$ cat src/rtl/mem_arbiter_pkg.sv
// Shared types for the unified memory port arbiter.
package mem_arbiter_pkg;

    localparam int ADDR_W_DEF = 32;

    typedef logic [ADDR_W_DEF-1:0] addr_t;

    typedef enum logic [1:0] {
        ARB_IDLE    = 2'd0,
        ARB_IF_RESP = 2'd1,
        ARB_DM_RESP = 2'd2
    } arb_state_t;

    typedef enum logic {
        ARB_SRC__IF = 1'b0,
        ARB_SRC__DM = 1'b1
    } arb_src_t;

endpackage

$ cat src/rtl/mem_arb_prio.sv
// Fixed DM-first priority with an IF starvation counter that forces an IF win
// after STARVE_LIMIT consecutive lost arbitrations.
module mem_arb_prio
    import mem_arbiter_pkg::*;
#(
    parameter int STARVE_LIMIT = 4
) (
    input  logic     clk,
    input  logic     reset,
    input  logic     if_req,
    input  logic     dm_req,
    input  logic     arb_en,
    output arb_src_t winner,
    output logic     winner_valid
);

    localparam logic [3:0] LIMIT = 4'(STARVE_LIMIT);

    logic [3:0] starve_cnt;
    logic       force_if;

    always_comb begin
        force_if     = if_req && (starve_cnt == LIMIT);
        winner       = (dm_req && !force_if) ? ARB_SRC__DM : ARB_SRC__IF;
        winner_valid = arb_en && (if_req || dm_req);
    end

    // Count only while IF keeps asking; any gap in if_req forgives the debt.
    always_ff @(posedge clk or negedge reset) begin
        if (!reset) begin
            starve_cnt <= 4'd0;
        end else if (!if_req) begin
            starve_cnt <= 4'd0;
        end else if (winner_valid) begin
            if (winner == ARB_SRC__IF)
                starve_cnt <= 4'd0;
            else if (starve_cnt != LIMIT)
                starve_cnt <= starve_cnt + 4'd1;
        end
    end

endmodule

$ cat src/rtl/mem_arbiter.sv
// Arbitrates the single memory port between instruction fetch and load/store.
// Optional perf counters: define MEM_ARBITER_PERF_CNT_EN.
//
//   state       | meaning
//   ARB_IDLE    | arbitrate; grant and memory request issued combinationally
//   ARB_IF_RESP | memory returns IF read data, if_rvalid pulse
//   ARB_DM_RESP | memory returns DM load data / store ack, dm_rvalid pulse
module mem_arbiter
    import mem_arbiter_pkg::*;
#(
    parameter int ADDR_W       = $bits(addr_t),
    parameter int DATA_W       = 32,
    parameter int STARVE_LIMIT = 4
) (
    input  logic              clk,
    input  logic              reset,
    input  logic              if_req,
    input  logic [ADDR_W-1:0] if_addr,
    output logic              if_gnt,
    output logic              if_rvalid,
    output logic [DATA_W-1:0] if_rdata,
    input  logic              dm_req,
    input  logic              dm_we,
    input  logic [ADDR_W-1:0] dm_addr,
    input  logic [DATA_W-1:0] dm_wdata,
    output logic              dm_gnt,
    output logic              dm_rvalid,
    output logic [DATA_W-1:0] dm_rdata,
    output logic [ADDR_W-1:0] mem_addr,
    output logic [DATA_W-1:0] mem_wdata,
    output logic              mem_we,
    input  logic [DATA_W-1:0] mem_rdata
`ifdef MEM_ARBITER_PERF_CNT_EN
    ,
    output logic [31:0]       if_stall_cnt,
    output logic [31:0]       dm_access_cnt
`endif
);

    arb_state_t state;
    arb_src_t   winner;
    logic       winner_valid;
    logic       arb_en;
    logic       dm_we_q;

    // Gating with reset keeps every output at zero while reset is held.
    assign arb_en = reset && (state == ARB_IDLE);

    mem_arb_prio #(.STARVE_LIMIT(STARVE_LIMIT)) u_prio (
        .clk          (clk),
        .reset        (reset),
        .if_req       (if_req),
        .dm_req       (dm_req),
        .arb_en       (arb_en),
        .winner       (winner),
        .winner_valid (winner_valid)
    );

    always_ff @(posedge clk or negedge reset) begin
        if (!reset) begin
            state   <= ARB_IDLE;
            dm_we_q <= 1'b0;
        end else begin
            case (state)
                ARB_IDLE: begin
                    if (winner_valid) begin
                        if (winner == ARB_SRC__DM) begin
                            state   <= ARB_DM_RESP;
                            dm_we_q <= dm_we;
                        end else begin
                            state <= ARB_IF_RESP;
                        end
                    end
                end
                default: state <= ARB_IDLE;
            endcase
        end
    end

    always_comb begin
        if_gnt    = 1'b0;
        dm_gnt    = 1'b0;
        if_rvalid = 1'b0;
        if_rdata  = '0;
        dm_rvalid = 1'b0;
        dm_rdata  = '0;
        mem_addr  = '0;
        mem_wdata = '0;
        mem_we    = 1'b0;
        if (reset) begin
            case (state)
                ARB_IDLE: begin
                    if (winner_valid && winner == ARB_SRC__DM) begin
                        dm_gnt    = 1'b1;
                        mem_addr  = dm_addr;
                        mem_wdata = dm_wdata;
                        mem_we    = dm_we;
                    end else if (winner_valid) begin
                        if_gnt   = 1'b1;
                        mem_addr = if_addr;
                    end
                end
                ARB_IF_RESP: begin
                    if_rvalid = 1'b1;
                    if_rdata  = mem_rdata;
                end
                ARB_DM_RESP: begin
                    dm_rvalid = 1'b1;
                    dm_rdata  = dm_we_q ? '0 : mem_rdata;
                end
                default: ;
            endcase
        end
    end

`ifdef MEM_ARBITER_PERF_CNT_EN
    always_ff @(posedge clk or negedge reset) begin
        if (!reset) begin
            if_stall_cnt  <= 32'd0;
            dm_access_cnt <= 32'd0;
        end else begin
            if (if_req && !if_gnt && if_stall_cnt != 32'hFFFF_FFFF)
                if_stall_cnt <= if_stall_cnt + 32'd1;
            if (dm_gnt && dm_access_cnt != 32'hFFFF_FFFF)
                dm_access_cnt <= dm_access_cnt + 32'd1;
        end
    end
`endif

endmodule

$ cat config.mk
export PLATFORM = sky130hd
export DESIGN_NAME = mem_arbiter
export DESIGN_NICKNAME = d
export VERILOG_FILES = /design/src/rtl/mem_arbiter_pkg.sv /design/src/rtl/mem_arb_prio.sv /design/src/rtl/mem_arbiter.sv
export SDC_FILE = /design/constraint.sdc
export NUM_CORES = 1
export LEC_CHECK = 0
export ABC_CLOCK_PERIOD_IN_PS = 2450
export BUFFER_PORTS_ARGS = -buffer_cell sky130_fd_sc_hd__buf_2
export CORE_AREA = 5 5 101 103
export DETAILED_ROUTE_END_ITERATION = 7
export DIE_AREA = 0 0 106 108
export GPL_ROUTABILITY_DRIVEN = 0
export PLACE_DENSITY = 0.64
export SETUP_SLACK_MARGIN = 0.1
export SKIP_LAST_GASP = 1
export SYNTH_ARGS = -nofsm -noshare
export SYNTH_HDL_FRONTEND = slang
export SYNTH_HIERARCHICAL = 1
export SYNTH_SLANG_ARGS = --single-unit
$ cat constraint.sdc
create_clock -name clk -period 2.45 [get_ports clk]
set_input_delay 0.1225 -clock clk [delete_from_list [all_inputs] [get_ports clk]]
set_output_delay 0.1225 -clock clk [all_outputs]
set_load 0.005 [all_outputs]
After elaboration in Yosys (flattened, before gate mapping)
Cells that the tools add are included.
- logic and storage cells: 55
- register bits: 7
- output and inout bits: 133
- mux-type cells: 34
- eq/ne operators: 7
- reductions and logical operators: 10
- add/sub/neg operators: 1
- operator list (cell ; number):
    32-bit 2-to-1 mux ; 12
    4-bit 2-to-1 mux ; 4
    1-bit 2-to-1 mux ; 15
    2-bit 2-to-1 mux ; 3
    1-bit logical AND ; 5
    4-bit by 1-bit adder with 4-bit output (second input constant) ; 1
    4-bit by 3-bit == test with 1-bit output (second input constant) ; 1
    4-bit by 3-bit != test with 1-bit output (second input constant) ; 1
    3-bit != test (second input constant) ; 1
    3-bit AND reduction ; 1
    2-bit by 1-bit == test with 1-bit output (second input constant) ; 1
    2-bit == test (second input constant) ; 1
    2-bit zero test ; 1
    2-bit by 1-bit != test with 1-bit output (second input constant) ; 1
    2-bit != test (second input constant) ; 1
    2-bit AND reduction ; 1
    1-bit zero test ; 1
    1-bit logical OR ; 1

Longest topological paths before layout
- depth after elaboration: 9
- gate-level depth with buffers: 8

By module
The synthesis kept the hierarchy.
- modules (own cells, without submodules) (module ; cells an instance ; times used ; area each (um^2) ; sequential area each (um^2)):
    mem_arbiter ; 196 ; 1 ; 1367.6 ; 75.1
    mem_arb_prio ; 26 ; 1 ; 237.7 ; 100.1

Worst setup path after synthesis
Ideal clock, no wire load.
- path kind: register to output
- start point: reg state[1]
- end point: out mem_wdata[10]
- arrival: 1.738 ns
- stages on the path, launching flop included: 6
- path buffers: 1
- required time: 2.328 ns
- slack: 0.590 ns
- cell sequence: dfrtp_1 -> nor3b_1 -> o21a_1 -> and4bb_4 -> buf_6 -> and3_1
- word-level cells in the longest chain between the ends: 7
- ends and longest elaborated chain (item ; line ; text):
    start, declared ; mem_arbiter.sv:40 ; arb_state_t state;
    start signal, assigned ; mem_arbiter.sv:61 ; state <= ARB_IDLE;
    start signal, assigned ; mem_arbiter.sv:68 ; state <= ARB_DM_RESP;
    start signal, assigned ; mem_arbiter.sv:71 ; state <= ARB_IF_RESP;
    2-bit zero test ; mem_arbiter.sv:47 ; assign arb_en = reset && (state == ARB_IDLE);
    1-bit logical AND ; mem_arbiter.sv:47 ;
    net arb_en ; mem_arbiter.sv:43 ; logic arb_en;
    1-bit logical AND ; mem_arb_prio.sv:25 ; winner_valid = arb_en && (if_req || dm_req);
    net winner_valid ; mem_arbiter.sv:42 ; logic winner_valid;
    1-bit logical AND ; mem_arbiter.sv:93 ; if (winner_valid && winner == ARB_SRC__DM) begin
    32-bit 2-to-1 mux ; mem_arbiter.sv:93 ;
    32-bit 2-to-1 mux ; mem_arbiter.sv:91 ; case (state)
    32-bit 2-to-1 mux ; mem_arbiter.sv:90 ; if (reset) begin
    end, declared ; mem_arbiter.sv:30 ; output logic [DATA_W-1:0] mem_wdata,
The timed path passes the listed nets, and every way through them passes these cells.

Worst setup path after layout
- start point: reg u_prio.starve_cnt[0]
- end point: out mem_addr[6]
- word-level cells in the longest chain between the ends: 9
- ends and longest elaborated chain (item ; line ; text):
    start, declared ; mem_arb_prio.sv:19 ; logic [3:0] starve_cnt;
    start signal, assigned ; mem_arb_prio.sv:38 ; starve_cnt <= starve_cnt + 4'd1;
    4-bit by 3-bit == test with 1-bit output ; mem_arb_prio.sv:23 ; force_if = if_req && (starve_cnt == LIMIT);
    1-bit logical AND ; mem_arb_prio.sv:23 ;
    1-bit zero test ; mem_arb_prio.sv:24 ; winner = (dm_req && !force_if) ? ARB_SRC__DM : ARB_SRC__IF;
    1-bit logical AND ; mem_arb_prio.sv:24 ;
    1-bit 2-to-1 mux ; mem_arb_prio.sv:24 ;
    net winner ; mem_arbiter.sv:41 ; arb_src_t winner;
    1-bit logical AND ; mem_arbiter.sv:93 ;
    32-bit 2-to-1 mux ; mem_arbiter.sv:93 ;
    32-bit 2-to-1 mux ; mem_arbiter.sv:91 ;
    32-bit 2-to-1 mux ; mem_arbiter.sv:90 ;
    end, declared ; mem_arbiter.sv:29 ; output logic [ADDR_W-1:0] mem_addr,
The timed path passes the listed nets, and every way through them passes these cells.

==> impl_results.md <==
* Status: finished clean
* Worst skew pair latency at 0.23 ns
* Reg2reg start: u_prio/starve_cnt[0]
* Cell count after synthesis at 222
* Vias in the first global route at between 2k and 3k
* Clock-pin slew of the registers on the worst-case setup and hold paths at 0.04 ns
* Worst Min Path Start: dm_we
* Max Cap Viol at 0
* Layout Nets at 616
* Slew Viols, Final at 0
* 1st-iter DRT viols at 181
* CTS Buffer Depth at 2
* Ports at 266
* Root buffer cell: clkbuf_8
* GR Util All Layers at 0.141
* Seq/Total Area, Yosys at 0.109
* Avg Inst Size Synth at 7.23 um^2
* Pin count of the biggest net entering global routing at 35
* CP required at between 2 and 2.5 ns
* Post-synthesis cell type count at 29
* Leak at around 2.2 nW
* Die footprint at approximately 11,000 um^2
* Post-route cell area at 3150 um^2
* Hold Path Sink: dm_we_q
* Synth area leader: and2_1
* Hold Path Class: input port to flip-flop
* TritonCTS Buffers at 3
* Worst Path Arrival at 2.09 ns
* Startpoint type of the worst setup path: flip-flop
* Pwr per Cell Area at 215 nW/um^2
* Asr flop ratio synth at 1.00
* Reg2reg setup slack at 0.55 ns
* Total negative slack at 0 ns
* Worst relative slew slack at 0.730
* Final HPWL DP at 8150 um
* Minimum clock period at 2.21 ns
* Final Hold Vio Count at 0
* Die Wd at 106 um
* First-pass DRT Iterations at 4
* Max Clk Rate at around 450 MHz
* WL final at slightly below 10,000 um
* CP max FO at 34
* Yosys top cell area share at 0.253
* CORE AREA at 9110 um^2
* Worst setup EP type: primary output
* Top cells by area, synth: and2_1, mux2i_1, and3_1
* Clock H-tree levels at 1
* Reg2Reg Depth at 7
* CTS Sinks at 7
* Synth Flop Type: dfrtp_1
* Worst r2r dst: dm_we_q
* Synthesized area at 1610 um^2
* Post-DP Area at approximately 3000 um^2
* Crit Path Class: flip-flop to primary output
* Worst-margin pin slew at 0.406 ns
* Initial antenna violation count at 3
* Final period util at 0.903
* GRT overflow at 0
* DRC Markers at 0
* Row Count at 35
* Post-synth EDFFs at 0
* Final ANT Viol Nets at 0
* RSZ-0062 raised after global routing: false
* DR vias at ~2.6k
* FF+latch count, synth at 7
* Layout cells sized above 1 at 0.604
* Global-route wire length before repair at 13,300 um
* Area Overhead vs Synth at 96.1%
* Ys Warns at 6
* Routed len/inst at 16.5 um
* Max VDD drop at 0.107 mV
* Vias per std cell at 4.43
* Post-Syn Nets at around 360
* Hold Path Depth at 2
* CTS tree: built
* Clock skew at 0.00110 ns
* Setup-failing EPs final at 0
* IO Port Bufs at between 200 and 300
* Initial Util at 0.176
* Die height at 108 um
logic make-up (layout without fill, tap and decap cells):
logic type	after synthesis	in the layout	synth area share
fa+ha+maj	2	2	0.0156
flops	7	7	0.109
simple gates	149	151	0.553
buf+inv	24	280	0.0834
mux	33	33	0.209
compound gates	5	5	0.0187
other cells	0	4	0
xor+xnor	2	2	0.0109
timing repair:
item | in CTS | in global routing
endpoints found under the hold margin | 7 | 0
setup endpoints to repair | 0 | 51
hold buffers | 1 | 0
gates resized for setup | 0 | 6
setup buffers | 0 | 2
worst max-delay path, cell delays in order, from the launching register on:
cell	delay (ns)
dfrtp_1	0.40
inv_1	0.09
ha_1	0.20
and3b_1	0.24
a21oi_4	0.15
buf_4	0.16
buf_6	0.20
mux2i_1	0.20
nor2_1	0.05
buf_2	0.14
worst max-delay path by stage:
stage | startpoint | endpoint | slack [ns] | depth (start not counted)
CTS | reset | mem_wdata[30] | 0.11 | 7
detailed placement | u_prio/starve_cnt[0] | mem_addr[28] | 0.47 | 8
global placement | u_prio/starve_cnt[0] | mem_addr[27] | 0.51 | 8
floorplan | state[1] | mem_wdata[10] | 0.59 | 5
global route | u_prio/starve_cnt[0] | mem_addr[6] | 0.10 | 9
finish | u_prio/starve_cnt[0] | mem_addr[6] | 0.24 | 9
synthesized netlist by cell type (3+ instances only):
library cell,instances
and3_2,4
inv_1,3
and2_1,65
mux2i_1,32
buf_2,12
clkbuf_1,3
nor2_1,34
nand2_1,3
buf_6,3
and3_1,32
dfrtp_1,7
power by group:
group / leakage [nW] / internal, mW / switching (mW)
logic: 2.05 / 0.203 / 0.169
clock network: 0.0228 / 0.113 / 0.0545
registers: 0.0941 / 0.125 / 0.0117
registers in the layout, indices dropped and copies added (netlist names):
name,cells
state,2
u_prio/starve_cnt,4
dm_we_q,1
layout make-up:
cell class / count / area, um^2
Fill cell: 970 / 5960
Timing Repair Buffer: 273 / 1430
Multi-Input combinational cell: 193 / 1340
Sequential cell: 7 / 175
Tap cell: 111 / 139
Clock buffer: 4 / 45.0
Inverter: 3 / 11.3
Antenna cell: 4 / 10.0
placed cells by master (no fill, tap or decap), types with 2 or more instances in the layout:
| master | n |
|---|---|
| buf_2 | 264 |
| and3b_2 | 2 |
| dfrtp_1 | 7 |
| mux2i_1 | 32 |
| inv_1 | 3 |
| nand2_1 | 3 |
| diode_2 | 4 |
| and3_1 | 32 |
| clkbuf_8 | 3 |
| xnor2_1 | 2 |
| and2_1 | 65 |
| ha_1 | 2 |
| and4bb_4 | 3 |
| nor2_1 | 34 |
| and3_2 | 4 |
| buf_4 | 5 |
| and4bb_2 | 2 |
routing by layer:
layer,GRT usage,share of wire
met1,0.160,0.37
met2,0.257,0.51
met3,0.0394,0.10
met4,0.0435,0.017
met5,0,0
through the flow:
| stage | utilization | total power [mW] | worst slack, ns | std cells | hold slack (ns) |
|---|---|---|---|---|---|
| after floorplan | - | 0.293 | 0.590 | 222 | -0.173 |
| after global placement | 0.330 | 0.482 | 0.511 | 581 | -0.00441 |
| after detailed placement | 0.330 | 0.488 | 0.468 | 581 | -0.00309 |
| after CTS | 0.336 | 0.656 | 0.109 | 586 | 0.142 |
| after global routing | 0.345 | 0.722 | 0.103 | 594 | 0.148 |
| final | 0.346 | 0.677 | 0.239 | 595 | 0.144 |
No activity file was read; power rests on OpenSTA's default activity.
